--- src/rtl/vote_pkg.sv ---
// Shared constants and types for the vote collector: voter count, ballot width
// and the round-state encoding.
package vote_pkg;

  localparam int NUM_VOTERS = 4;
  localparam int BALLOT_W   = NUM_VOTERS;

  typedef enum logic [1:0] {
    ST_IDLE    = 2'd0,
    ST_COLLECT = 2'd1,
    ST_DONE    = 2'd2
  } vote_state_t;

endpackage

--- src/rtl/vote_edge.sv ---
// Rising-edge detector for one synchronous button level: flags a press when
// the input is 1 now and was 0 at the previous edge.
module vote_edge (
  input  logic clk,
  input  logic rst,
  input  logic d_i,
  output logic rise_o
);

  logic prev_q;

  // The previous sample tracks the input in every state, so a held button
  // never looks like a fresh press.
  always_ff @(posedge clk or posedge rst) begin
    if (rst) prev_q <= 1'b0;
    else     prev_q <= d_i;
  end

  assign rise_o = d_i & ~prev_q;

endmodule

--- src/rtl/vote_collector.sv ---
// Collects one yes/no vote per voter per round and presents the held ballot.
// A round closes when everyone has voted or the round timer runs out.
module vote_collector
  import vote_pkg::*;
#(
  parameter int TIMEOUT_CYCLES = 1000
) (
  input  logic                clk,
  input  logic                rst,
  input  logic                open,
  input  logic [BALLOT_W-1:0] yes,
  input  logic [BALLOT_W-1:0] no,
  output logic [BALLOT_W-1:0] ballot,
  output logic                ballot_valid,
  output logic [BALLOT_W-1:0] voted,
  output logic                busy,
  output logic                timed_out
);

  localparam int TW = $clog2(TIMEOUT_CYCLES);
  // Timer value at the edge where it steps to TIMEOUT_CYCLES-1 and closes the round.
  localparam logic [TW-1:0] TMO_LAST = TW'(TIMEOUT_CYCLES - 2);

  vote_state_t         state_q, state_d;
  logic [TW-1:0]       timer_q, timer_d;
  logic [BALLOT_W-1:0] voted_q, voted_d;
  logic [BALLOT_W-1:0] ballot_q, ballot_d;
  logic                timed_out_q, timed_out_d;
  logic [BALLOT_W-1:0] yes_rise, no_rise;

  for (genvar k = 0; k < NUM_VOTERS; k++) begin : g_edge
    vote_edge u_yes (.clk(clk), .rst(rst), .d_i(yes[k]), .rise_o(yes_rise[k]));
    vote_edge u_no  (.clk(clk), .rst(rst), .d_i(no[k]),  .rise_o(no_rise[k]));
  end

  always_comb begin
    state_d     = state_q;
    timer_d     = timer_q;
    voted_d     = voted_q;
    ballot_d    = ballot_q;
    timed_out_d = timed_out_q;
    case (state_q)
      ST_IDLE, ST_DONE: begin
        if (open) begin
          state_d     = ST_COLLECT;
          timer_d     = '0;
          voted_d     = '0;
          ballot_d    = '0;
          timed_out_d = 1'b0;
        end
      end
      ST_COLLECT: begin
        timer_d = timer_q + 1'b1;
        // Simultaneous yes and no cancel each other; the voter may try again.
        for (int k = 0; k < NUM_VOTERS; k++) begin
          if (!voted_q[k] && (yes_rise[k] ^ no_rise[k])) begin
            voted_d[k]  = 1'b1;
            ballot_d[k] = yes_rise[k];
          end
        end
        if (&voted_d) begin
          state_d     = ST_DONE;
          timed_out_d = 1'b0;
        end else if (timer_q == TMO_LAST) begin
          state_d     = ST_DONE;
          timed_out_d = 1'b1;
        end
      end
      default: state_d = ST_IDLE;
    endcase
  end

  always_ff @(posedge clk or posedge rst) begin
    if (rst) begin
      state_q     <= ST_IDLE;
      timer_q     <= '0;
      voted_q     <= '0;
      ballot_q    <= '0;
      timed_out_q <= 1'b0;
    end else begin
      state_q     <= state_d;
      timer_q     <= timer_d;
      voted_q     <= voted_d;
      ballot_q    <= ballot_d;
      timed_out_q <= timed_out_d;
    end
  end

  assign ballot       = ballot_q;
  assign voted        = voted_q;
  assign timed_out    = timed_out_q;
  assign busy         = (state_q == ST_COLLECT);
  assign ballot_valid = (state_q == ST_DONE);

endmodule

--- config.mk ---
export PLATFORM = sky130hd
export DESIGN_NAME = vote_collector
export DESIGN_NICKNAME = d
export VERILOG_FILES = /design/src/rtl/vote_pkg.sv /design/src/rtl/vote_edge.sv /design/src/rtl/vote_collector.sv
export SDC_FILE = /design/constraint.sdc
export NUM_CORES = 1
export LEC_CHECK = 0
export ABC_AREA = 1
export CAP_MARGIN = 5
export CORE_MARGIN = 2
export CORE_UTILIZATION = 44
export CTS_CLUSTER_SIZE = 40
export DETAILED_ROUTE_END_ITERATION = 7
export GPL_TIMING_DRIVEN = 1
export HOLD_SLACK_MARGIN = 0.03
export PLACE_DENSITY = 0.67
export SKIP_LAST_GASP = 1
export SLEW_MARGIN = 5
export SYNTH_ARGS = -nofsm -noshare
export SYNTH_HDL_FRONTEND = slang
export SYNTH_HIERARCHICAL = 1
export SYNTH_SLANG_ARGS = --single-unit
--- constraint.sdc ---
create_clock -name clk -period 1.5 [get_ports clk]
set_input_delay 0.15 -clock clk [delete_from_list [all_inputs] [get_ports clk]]
set_output_delay 0.15 -clock clk [all_outputs]
set_load 0.005 [all_outputs]
==> report_table.html <==
<table>
<tr><th>Metric</th><th>Value</th></tr>
<tr><th colspan="2">Placed design</th></tr>
<tr><td>Placed wire-length estimate</td><td>2.21 mm</td></tr>
<tr><td>Port-buffer cells</td><td>21</td></tr>
<tr><td>Final GP Congestion</td><td>about 0.74</td></tr>
<tr><td>Minimum setup slack after placement</td><td>-0.141 ns</td></tr>
<tr><th colspan="2">Global route</th></tr>
<tr><td>Number of global-route vias before repair</td><td>approximately 1,200</td></tr>
<tr><td>Leftover overflow at the end of global routing</td><td>0</td></tr>
<tr><td>Wire length of the first global-routing pass</td><td>5.03 mm</td></tr>
<tr><td>Maximum number of pins on one net before global-route repair</td><td>22</td></tr>
<tr><td>Number of antenna violations at the first check in global routing</td><td>0</td></tr>
<tr><td>Global Route Usage Sum</td><td>0.186</td></tr>
<tr><th colspan="2">Logic synthesis</th></tr>
<tr><td>Yosys warning total</td><td>6</td></tr>
<tr><td>Most instantiated library cell after synthesis</td><td>inv_1</td></tr>
<tr><td>Post-synthesis register bit count</td><td>29</td></tr>
<tr><td>Dominant register cell in the synthesized netlist</td><td>dfrtp_1</td></tr>
<tr><td>Area contributors post-synth</td><td>dfrtp_1 (51%), inv_1 (13%), nand2_1 (8.7%)</td></tr>
<tr><td>Yosys cell types</td><td>23</td></tr>
<tr><td>Post-Syn Nets</td><td>189</td></tr>
<tr><td>Cell Area, Synth</td><td>1430 sq um</td></tr>
<tr><td>Async SR Flop Fraction</td><td>1.00</td></tr>
<tr><td>Synthesized instance count</td><td>roughly 180</td></tr>
<tr><td>Yosys top cell by area</td><td>dfrtp_1</td></tr>
<tr><td>Sequential fraction of the synthesis area</td><td>0.507</td></tr>
<tr><td>EDFF count, synth</td><td>0</td></tr>
<tr><td>Average footprint of a synthesized cell</td><td>8.13 sq um</td></tr>
<tr><td>Area fraction of the dominant cell type after synthesis</td><td>0.507</td></tr>
<tr><td>Most frequent cells after synthesis</td><td>inv_1 (48), nand2_1 (33), dfrtp_1 (29), o21ai_0 (14)</td></tr>
<tr><th colspan="2">Die</th></tr>
<tr><td>Cell Rows</td><td>20</td></tr>
<tr><td>Vertical die dimension</td><td>~61 microns</td></tr>
<tr><td>Area of the core</td><td>slightly above 3000 sq um</td></tr>
<tr><td>Area of the die</td><td>about 3700 sq um</td></tr>
<tr><td>I/O pin total</td><td>22</td></tr>
<tr><td>Die width</td><td>between 60 and 70 microns</td></tr>
<tr><td>Starting utilization of the core area</td><td>0.465</td></tr>
<tr><th colspan="2">Clocking</th></tr>
<tr><td>Insertion delay to the later sink of the worst-skew pair</td><td>0.31 ns</td></tr>
<tr><td>Clock slew at reported path FFs</td><td>~0.08 ns</td></tr>
<tr><td>Clock tree from TritonCTS</td><td>yes</td></tr>
<tr><td>Maximum count of clock buffers along a single path</td><td>2</td></tr>
<tr><td>Number of buffers inserted during clock tree synthesis</td><td>5</td></tr>
<tr><td>CTS root buf</td><td>clkbuf_4</td></tr>
<tr><td>Clock sinks</td><td>29</td></tr>
<tr><td># H-tree levels</td><td>2</td></tr>
<tr><td>Count of hold buffers inserted by post-cts repair</td><td>0</td></tr>
<tr><th colspan="2">STA</th></tr>
<tr><td>Fin. Hold Viols</td><td>0</td></tr>
<tr><td>Final Hold Slack</td><td>~0.16 ns</td></tr>
<tr><td>Max Slew Vio Count</td><td>0</td></tr>
<tr><td>Achievable frequency</td><td>between 0.7 and 0.8 GHz</td></tr>
<tr><td>Portion of the clock cycle consumed by the worst path in the final layout</td><td>0.935</td></tr>
<tr><td>Total setup violations reported at the end of the flow</td><td>0</td></tr>
<tr><td>RSZ-0062 raised after global routing</td><td>false</td></tr>
<tr><td>Slew HR</td><td>0.813</td></tr>
<tr><td>Crit path setup slack, layout</td><td>0.0969 ns</td></tr>
<tr><td>Post-layout min period</td><td>1.40 ns</td></tr>
<tr><td>Slew at the pin closest to its max-slew limit</td><td>about 0.28 ns</td></tr>
<tr><td>Layout Skew</td><td>around 0.0099 ns</td></tr>
<tr><th colspan="2">Power and ir drop</th></tr>
<tr><td>Total power divided by cell area</td><td>around 1500 nW/um^2</td></tr>
<tr><td>Largest vdd supply drop</td><td>between 0.7 and 0.8 mV</td></tr>
<tr><td>Clock network power share</td><td>0.157</td></tr>
<tr><td>Lkg Pwr</td><td>roughly 0.9 nW</td></tr>
<tr><td>Sequential Power Share</td><td>0.415</td></tr>
<tr><td>Total net switching power</td><td>around 1 mW</td></tr>
<tr><td>Comb pwr share</td><td>0.428</td></tr>
<tr><td>Sw frac</td><td>0.370</td></tr>
<tr><td>Cell Int Power</td><td>around 1.8 mW</td></tr>
<tr><th colspan="2">Final layout</th></tr>
<tr><td>Filler instances</td><td>300</td></tr>
<tr><td>Final-stage net count</td><td>roughly 220</td></tr>
<tr><td>Antenna cells</td><td>0</td></tr>
<tr><td>Layout overhead on the synthesized area</td><td>26.5%</td></tr>
<tr><td>Area of the multi-input gates</td><td>between 500 and 600 sq um</td></tr>
<tr><td>Share of post-route cells with drive strength above 1</td><td>0.160</td></tr>
<tr><td>Register Area</td><td>around 730 sq um</td></tr>
<tr><th colspan="2">Worst setup path</th></tr>
<tr><td>Data arrival time at the worst-slack endpoint</td><td>between 1 and 1.5 ns</td></tr>
<tr><td>Startpoint of the worst setup timing path</td><td>voted[0]</td></tr>
<tr><td>Worst reg2reg startpoint</td><td>state_q[0]</td></tr>
<tr><td>Register-to-register setup slack</td><td>between 0.15 and 0.2 ns</td></tr>
<tr><td>WS Path Type</td><td>reg2out</td></tr>
<tr><td>Buffers plus inverters on the worst setup path</td><td>1</td></tr>
<tr><td>Cell depth of the worst setup path</td><td>1</td></tr>
<tr><td>Category of the worst setup path launch point</td><td>register</td></tr>
<tr><td>Crit-path slowest cell</td><td>clkdlybuf4s50_1</td></tr>
<tr><td>Terminus of the critical flop-to-flop path</td><td>timer_q[0]</td></tr>
<tr><td>Setup crit end</td><td>voted[0]</td></tr>
<tr><td>Kind of cell with the highest combined delay on the critical path</td><td>buffers and inverters</td></tr>
<tr><td>Crit path capture type</td><td>output pin</td></tr>
<tr><td>Required @ worst endpoint</td><td>between 1 and 1.5 ns</td></tr>
<tr><td>Top fanout value on the critical path</td><td>4</td></tr>
<tr><td>Cell count of the worst reg-to-reg path</td><td>6</td></tr>
<tr><td>Worst-path cell chain</td><td>clkdlybuf4s50_1</td></tr>
<tr><td>Slowest Stage Delay on Critical Path</td><td>about 0.53 ns</td></tr>
<tr><th colspan="2">Detailed routing</th></tr>
<tr><td>Post-detailed-routing wire length</td><td>between 2 and 3 mm</td></tr>
<tr><td>Number of detailed-route iterations in the first pass</td><td>4</td></tr>
<tr><td>Routed via count divided by cell count</td><td>between 4 and 5</td></tr>
<tr><td>Post-detailed-route DRC marker count</td><td>0</td></tr>
<tr><td>Detail Route Antenna Nets</td><td>0</td></tr>
<tr><td>Total number of vias</td><td>approximately 1,200</td></tr>
<tr><td>Iteration-0 DRC count of the detailed router</td><td>71</td></tr>
<tr><td>Mean routed wirelength per cell</td><td>roughly 11 microns</td></tr>
<tr><th colspan="2">Worst hold path</th></tr>
<tr><td>Worst min-delay path class</td><td>in2async</td></tr>
<tr><th colspan="2">Flow run</th></tr>
<tr><td>Max-cap check violation count</td><td>0</td></tr>
<tr><th colspan="2">Outcome</th></tr>
<tr><td>Result of the run</td><td>finished clean</td></tr>
</table>
[placed cells by master (no fill, tap or decap)]
cell	instances
a21oi_1	1
a22oi_1	1
buf_4	9
clkbuf_1	3
clkbuf_4	5
clkdlybuf4s50_1	19
dfrtp_1	29
dlygate4sd2_1	2
ha_1	2
inv_1	47
inv_2	1
inv_4	1
nand2_1	32
nand2_2	4
nand3_1	8
nand3_2	3
nand3b_1	1
nand4_1	2
nor2_1	4
nor2_2	10
nor2_4	1
nor3_1	5
o21ai_0	14
o21ai_1	1
o22ai_1	2
o32ai_1	4
xor2_1	1
[repair_timing]
| item | 4_1_cts | 5_1_grt |
|---|---|---|
| endpoints found under the setup margin | 2 | 1 |
| setup buffers | 2 | 0 |
| endpoints found under the hold margin | 0 | 0 |
| pin swaps | 0 | 0 |
| resized for setup | 6 | 1 |
[worst min path at each step]
stage,cells after the start,start,to
3_5_place_dp,2,timed_out,timed_out
2_1_floorplan,1,rst,g_edge[0].u_no/prev_q
3_3_place_gp,2,timed_out,timed_out
4_1_cts,2,rst,g_edge[0].u_no/prev_q
6_report,2,rst,g_edge[3].u_yes/prev_q
5_1_grt,2,rst,g_edge[3].u_no/prev_q
[sequential cells by signal, indices dropped and copies added (netlist names)]
name	count
voted	4
g_edge.u_no/prev_q	4
timer_q	10
ballot	4
timed_out	1
state_q	2
g_edge.u_yes/prev_q	4
[final cells by class]
cell class                      instances  share of cell area
Tap cell                               44              0.0304
Inverter                               49               0.103
Multi-Input combinational cell         96               0.286
Clock buffer                            8              0.0270
Sequential cell                        29               0.401
Timing Repair Buffer                   30               0.152
[stage by stage]
stage | TNS (ns) | total power [mW] | utilization | std cells | instance area, sq um
after floorplan | 0 | 1.74 | - | 176 | 1430
after global placement | -0.123 | 2.27 | 0.564 | 246 | 1740
after detailed placement | -0.305 | 2.29 | 0.564 | 246 | 1740
after CTS | 0 | 2.81 | 0.586 | 256 | 1800
after global routing | 0 | 3.00 | 0.588 | 256 | 1810
final | 0 | 2.78 | 0.588 | 256 | 1810
[power by group through the flow]
stage / Clock (mW) / Combinational (mW) / Sequential (mW)
after floorplan: 0 / 0.592 / 1.15
after global routing: 0.496 / 1.32 / 1.18
after global placement: 0 / 1.12 / 1.16
after CTS: 0.464 / 1.19 / 1.15
after detailed placement: 0 / 1.13 / 1.16
final: 0.435 / 1.19 / 1.15
[layer usage]
metal / global-route usage / vias to the layer above / wire length [microns] / part of all wire
li1: - / 613 / - / -
met1: 0.226 / 552 / 1310 / 0.45
met2: 0.324 / 22 / 1460 / 0.51
met3: 0.0441 / 2 / 101 / 0.035
met4: 0.0652 / 0 / 18 / 0.0062
met5: 0 / - / 0 / 0
[cells by family after synthesis]
group | share of synthesized area
flops | 0.507
compound gates | 0.0945
xor+xnor | 0.00613
fa+ha+maj | 0.0175
simple gates | 0.237
buf+inv | 0.137
No activity file was read; power rests on OpenSTA's default activity.
==> RTL change 1: new RTL, config.mk and constraints unchanged <==
Make the reset (`rst`) synchronous in 2 clocked blocks.
--- a/src/rtl/vote_edge.sv
+++ b/src/rtl/vote_edge.sv
@@ -11,7 +11,7 @@
 
   // The previous sample tracks the input in every state, so a held button
   // never looks like a fresh press.
-  always_ff @(posedge clk or posedge rst) begin
+  always_ff @(posedge clk) begin
     if (rst) prev_q <= 1'b0;
     else     prev_q <= d_i;
   end
--- a/src/rtl/vote_collector.sv
+++ b/src/rtl/vote_collector.sv
@@ -70,7 +70,7 @@
     endcase
   end
 
-  always_ff @(posedge clk or posedge rst) begin
+  always_ff @(posedge clk) begin
     if (rst) begin
       state_q     <= ST_IDLE;
       timer_q     <= '0;
Behaviour: differs if rst is asserted again (counterexample within 4 cycles, from zero or initial values and one cycle with rst high); with rst held inactive, the same outputs for 10 cycles.
==> RTL change 1 against the original RTL <==
Synthesized cell count up 10%; sequential cell count unchanged; worst setup slack worse by 1.5 ps; area after synthesis down 3.2%; clock skew down 3.4 ps; routed wire length up 7.4%; cell count up 8.2%; count of clock-buffer cells in the layout down 2; final area down 0.90%; utilization up 0.43 points; die area down 3.0%; critical path type unchanged.
Power is not compared: it rests on default switching activity, and its combinational part moved more than twofold at a synthesized area within 25%.
==> RTL change 1: results (changes against the original RTL) <==
* Final net count at 245 (+9.4%)
* Tmin final at 1405 ps (+1.505 ps)
* DR vias/cell at 4.906 (+5.6%)
* Register-to-register path setup slack at 200 ps (+30 ps)
* WHS at 345.9 ps (+185.9 ps)
* Unique masters post-synth at 27 (+17%)
* Met3 usage at 0.05628 (+0.01216)
* CP Launch Point: voted[0]$_SDFFE_PP0P_
* Place WS at -96.83 ps (+44.28 ps)
* Post-synth top cells: nand2_1 (40), inv_1 (32), dfxtp_1 (29)
* Fraction of registers with async set/reset at 0 (-1.000)
* Sequential-to-total area share from yosys stat at 0.4195 (-0.08791)
* RR Endpoint: timer_q[8]$_SDFFE_PP0P_
* Met2 WL at 1528 um (+4.5%)
* Routed Wire Length at 3109 um (+7.4%)
* Worst r2r src: timer_q[1]$_SDFFE_PP0P_
* Top cells by area, synth: dfxtp_1 (42%), nand2_1 (11%), inv_1 (8.7%), nor2_1 (6.8%), a21oi_1 (4.0%)
* Grt met2 use at 0.3245 (+0.0004174)
* Layout fillers at 284 (-5.3%)
* Outcome: complete, no violations
* Area share of fa/ha/maj cells after synthesis at 0.01808 (+0.0005854)
* Synth Area in Compound Gates at 0.1094 (+0.01492)
* R2R depth at 8 (+2)
* Tightest Hold Check Type: input pin to flip-flop
* Fraction of layout cells with a size suffix above 1 at 0.1588 (-0.001579)
-- RTL change 1: cell types whose count changed after synthesis, moves of 6 or more --
cell	before	now
a21oi_1	1	11
dfrtp_1	29	0
dfxtp_1	0	29
inv_1	48	32
nand2_1	33	40
nor2_1	5	25
nor2_2	9	3
o21ai_0	14	5
-- RTL change 1: final cells by class --
type	count	area [sq um]	area share
Inverter	34	127.6	0.07118
Clock buffer	6	41.29	0.02303
Sequential cell	29	581.8	0.3245
Tap cell	44	55.05	0.03070
Clock inverter	2	10.01	0.005583
Timing Repair Buffer	34	325.3	0.1814
Multi-Input combinational cell	128	651.9	0.3636
-- RTL change 1: timing repair --
| item | in CTS | in global routing |
|---|---|---|
| setup buffers | 1 | 0 |
| pin swaps | 1 | 0 |
| hold buffers | 0 | 0 |
| gates resized for setup | 1 | 4 |
| hold endpoints to repair | 0 | 0 |
| setup endpoints to repair | 2 | 2 |
-- RTL change 1: tightest hold or removal path, cell delays in order --
cell             delay, ps
clkdlybuf4s50_1        390
inv_1                   60
nor2_1                  40
==> RTL change 2: new RTL, config.mk and constraints unchanged <==
Without the edit above. Set the package constant `NUM_VOTERS` to 2 (it was 4).
--- a/src/rtl/vote_pkg.sv
+++ b/src/rtl/vote_pkg.sv
@@ -2,7 +2,7 @@
 // and the round-state encoding.
 package vote_pkg;
 
-  localparam int NUM_VOTERS = 4;
+  localparam int NUM_VOTERS = 2;
   localparam int BALLOT_W   = NUM_VOTERS;
 
   typedef enum logic [1:0] {
Interface: changed (resized ballot, no, voted and yes); port bits go from 22 to 14. The function was not compared with the original's and may differ.
==> RTL change 2 against the original RTL <==
Hold slack worse by 63 ps; worst setup slack better by 20 ps; area after synthesis decreased by 25%; routed wire length fell by 26%; sequential cell count fell by 8; final area is 27% lower; sequential share of layout area down 0.19 points; total power down 32%.
==> RTL change 2: results (changes against the original RTL) <==
* Fraction of layout cells with a size suffix above 1 at 0.1818 (+0.02144)
* Top cells by area, synth: dfrtp_1 (49%), nand2_1 (11%), inv_1 (8.4%), nand3_1 (5.6%), nor2_2 (3.5%)
* Post-CTS sizing at 1 (-5)
* Sequential-to-total area share from yosys stat at 0.4872 (-0.02020)
* Top reg by flops: timer_q
* Ant diodes at 0 (unchanged)
* Setup bufs post-CTS at 2 (unchanged)
* Clock insertion delay at the later pin of the skew report at 290 ps (-20 ps)
* WL per Instance at 11.79 um (+4.2%)
* Yosys Warn Count at 6 (unchanged)
* Drt pass-1 iters at 4 (unchanged)
* Unique masters post-synth at 18 (-22%)
* Clock Skew at 7.647 ps (-2.230 ps)
* Peak VDD IR at 0.9568 mV (+27%)
* RD Place Congestion at 0.7938 (+8.0%)
* Placed inst area at 0.001274 sq mm (-27%)
* Top Family by Delay on Critical Path: buffers and inverters
* Register-to-register path setup slack at 150 ps (-20 ps)
* Reg clk slew, reported paths at 120 ps (+40 ps)
* Mapped Nets at 140 (-26%)
* DR vias/cell at 5.154 (+11%)
* R2R depth at 9 (+3)
* Initial DRC count at 10 (-86%)
* Initial antenna violation count at 0 (unchanged)
* Fraction of registers with async set/reset at 1.000 (unchanged)
* Num CTS Buffers at 3 (-2)
* RR Endpoint: timed_out$_DFFE_PP0P_
* Post-synth top cells: nand2_1 (31), inv_1 (24), dfrtp_1 (21)
* Largest register FFs at 10 (unchanged)
* HPWL after DPL at 1638 um (-26%)
* Number of global-route vias before repair at 878 (-25%)
* Outcome: complete, no violations
* H-tree depth at 1 (-1)
* Root buf cell: clkbuf_4
* Crit path max fanout at 4 (unchanged)
* Largest net degree at the start of global routing at 12 (-45%)
* Top FF cell, synth: dfrtp_1
* First-pass GRT wire length at 3719 um (-26%)
* Layout fillers at 204 (-32%)
* Buffers on Ports at 13 (-38%)
* Leak at 0.0006468 uW (-29%)
* Crit-path slowest cell: clkdlybuf4s50_1
* Largest stage delay, worst path at 520 ps
* Worst EP arrival at 1230 ps (-20 ps)
* All-Layer GR Usage at 0.1795 (-0.006421)
* Clock buffer depth at 2 (unchanged)
* Slew at the pin closest to its max-slew limit at 249.6 ps (-29.59 ps)
* Tightest Hold Check Type: input pin to asynchronous set/reset pin
* Worst r2r src: timer_q[0]$_DFFE_PP0P_
* Final net count at 164 (-27%)
## RTL change 2: cell types whose count changed after synthesis, moves of 2 or more
| cell | unedited run | this run |
|---|---|---|
| inv_2 | 1 | 3 |
| o22ai_1 | 2 | 0 |
| nor3_1 | 5 | 2 |
| nor2_1 | 5 | 3 |
| inv_1 | 48 | 24 |
| dfrtp_1 | 29 | 21 |
| nand3_1 | 9 | 12 |
| o21ai_0 | 14 | 7 |
| nand2_1 | 33 | 31 |
| o21ai_1 | 1 | 4 |
| nor2_2 | 9 | 6 |
## RTL change 2: how the worst max path moves through the flow
| stage | slack, ps | start | cells after the start | endpoint |
|---|---|---|---|---|
| final | 120 | voted[1]$_DFFE_PP0P_ | 1 | voted[1] |
| after global routing | 50 | timer_q[0]$_DFFE_PP0P_ | 9 | timed_out$_DFFE_PP0P_ |
| after CTS | -9 | state_q[1]$_DFFE_PP0P_ | 2 | busy |
| after detailed placement | -50 | yes[1] | 10 | state_q[1]$_DFFE_PP0P_ |
| after global placement | 30 | yes[1] | 10 | state_q[1]$_DFFE_PP0P_ |
| after floorplan | 330 | timer_q[1]$_DFFE_PP0P_ | 8 | timer_q[6]$_DFFE_PP0P_ |
## RTL change 2: kinds of logic (layout without fill, tap and decap cells)
| family | Yosys count | count (layout) | synth area share |
|---|---|---|---|
| AND/OR/NAND/NOR | 65 | 65 | 0.3016 |
| flip-flops | 21 | 21 | 0.4872 |
| adder cells (fa/ha/maj) | 2 | 2 | 0.02320 |
| AO/OA/AOI/OAI | 15 | 15 | 0.08701 |
| buffers and inverters | 28 | 51 | 0.1009 |
## RTL change 2: metrics by stage
stage / cells / utilization / setup slack [ps] / power, uW / hold WS (ps)
finish: 182 / 0.5838 / 117.4 / 1886 / 96.97
detailed placement: 176 / 0.5649 / -49.19 / 1595 / 431.1
CTS: 182 / 0.5827 / -8.754 / 1909 / 94.57
global route: 182 / 0.5838 / 49.04 / 2038 / 108.3
global placement: 176 / 0.5649 / 29.21 / 1579 / 412.8
floorplan: 131 / - / 326.9 / 1236 / -121.3
## RTL change 2: layout make-up
type | instances | area, sq um | share of cell area
clock buffer | 4 | 26.28 | 0.01996
inverter | 27 | 101.3 | 0.07700
multi-input combinational | 82 | 444.2 | 0.3375
sequential | 21 | 525.5 | 0.3992
tap | 28 | 35.03 | 0.02662
timing repair buffer | 20 | 183.9 | 0.1397
## RTL change 2: power breakdown
part | switching, uW | internal (uW) | leakage [uW] | total [uW]
registers | 115 | 695 | 0.000273 | 810
clock network | 160 | 103 | 0.0000150 | 263
logic | 441 | 372 | 0.000359 | 813
total | 716 | 1170 | 0.000647 | 1890
## RTL change 2: per-layer routing
layer  wire (um)  track usage  up-vias
met5           0            0        -
met1         944       0.2226      440
met3          91      0.03672        9
met2        1037       0.2901       21
li1            -            -      468
met4          72      0.09829        0
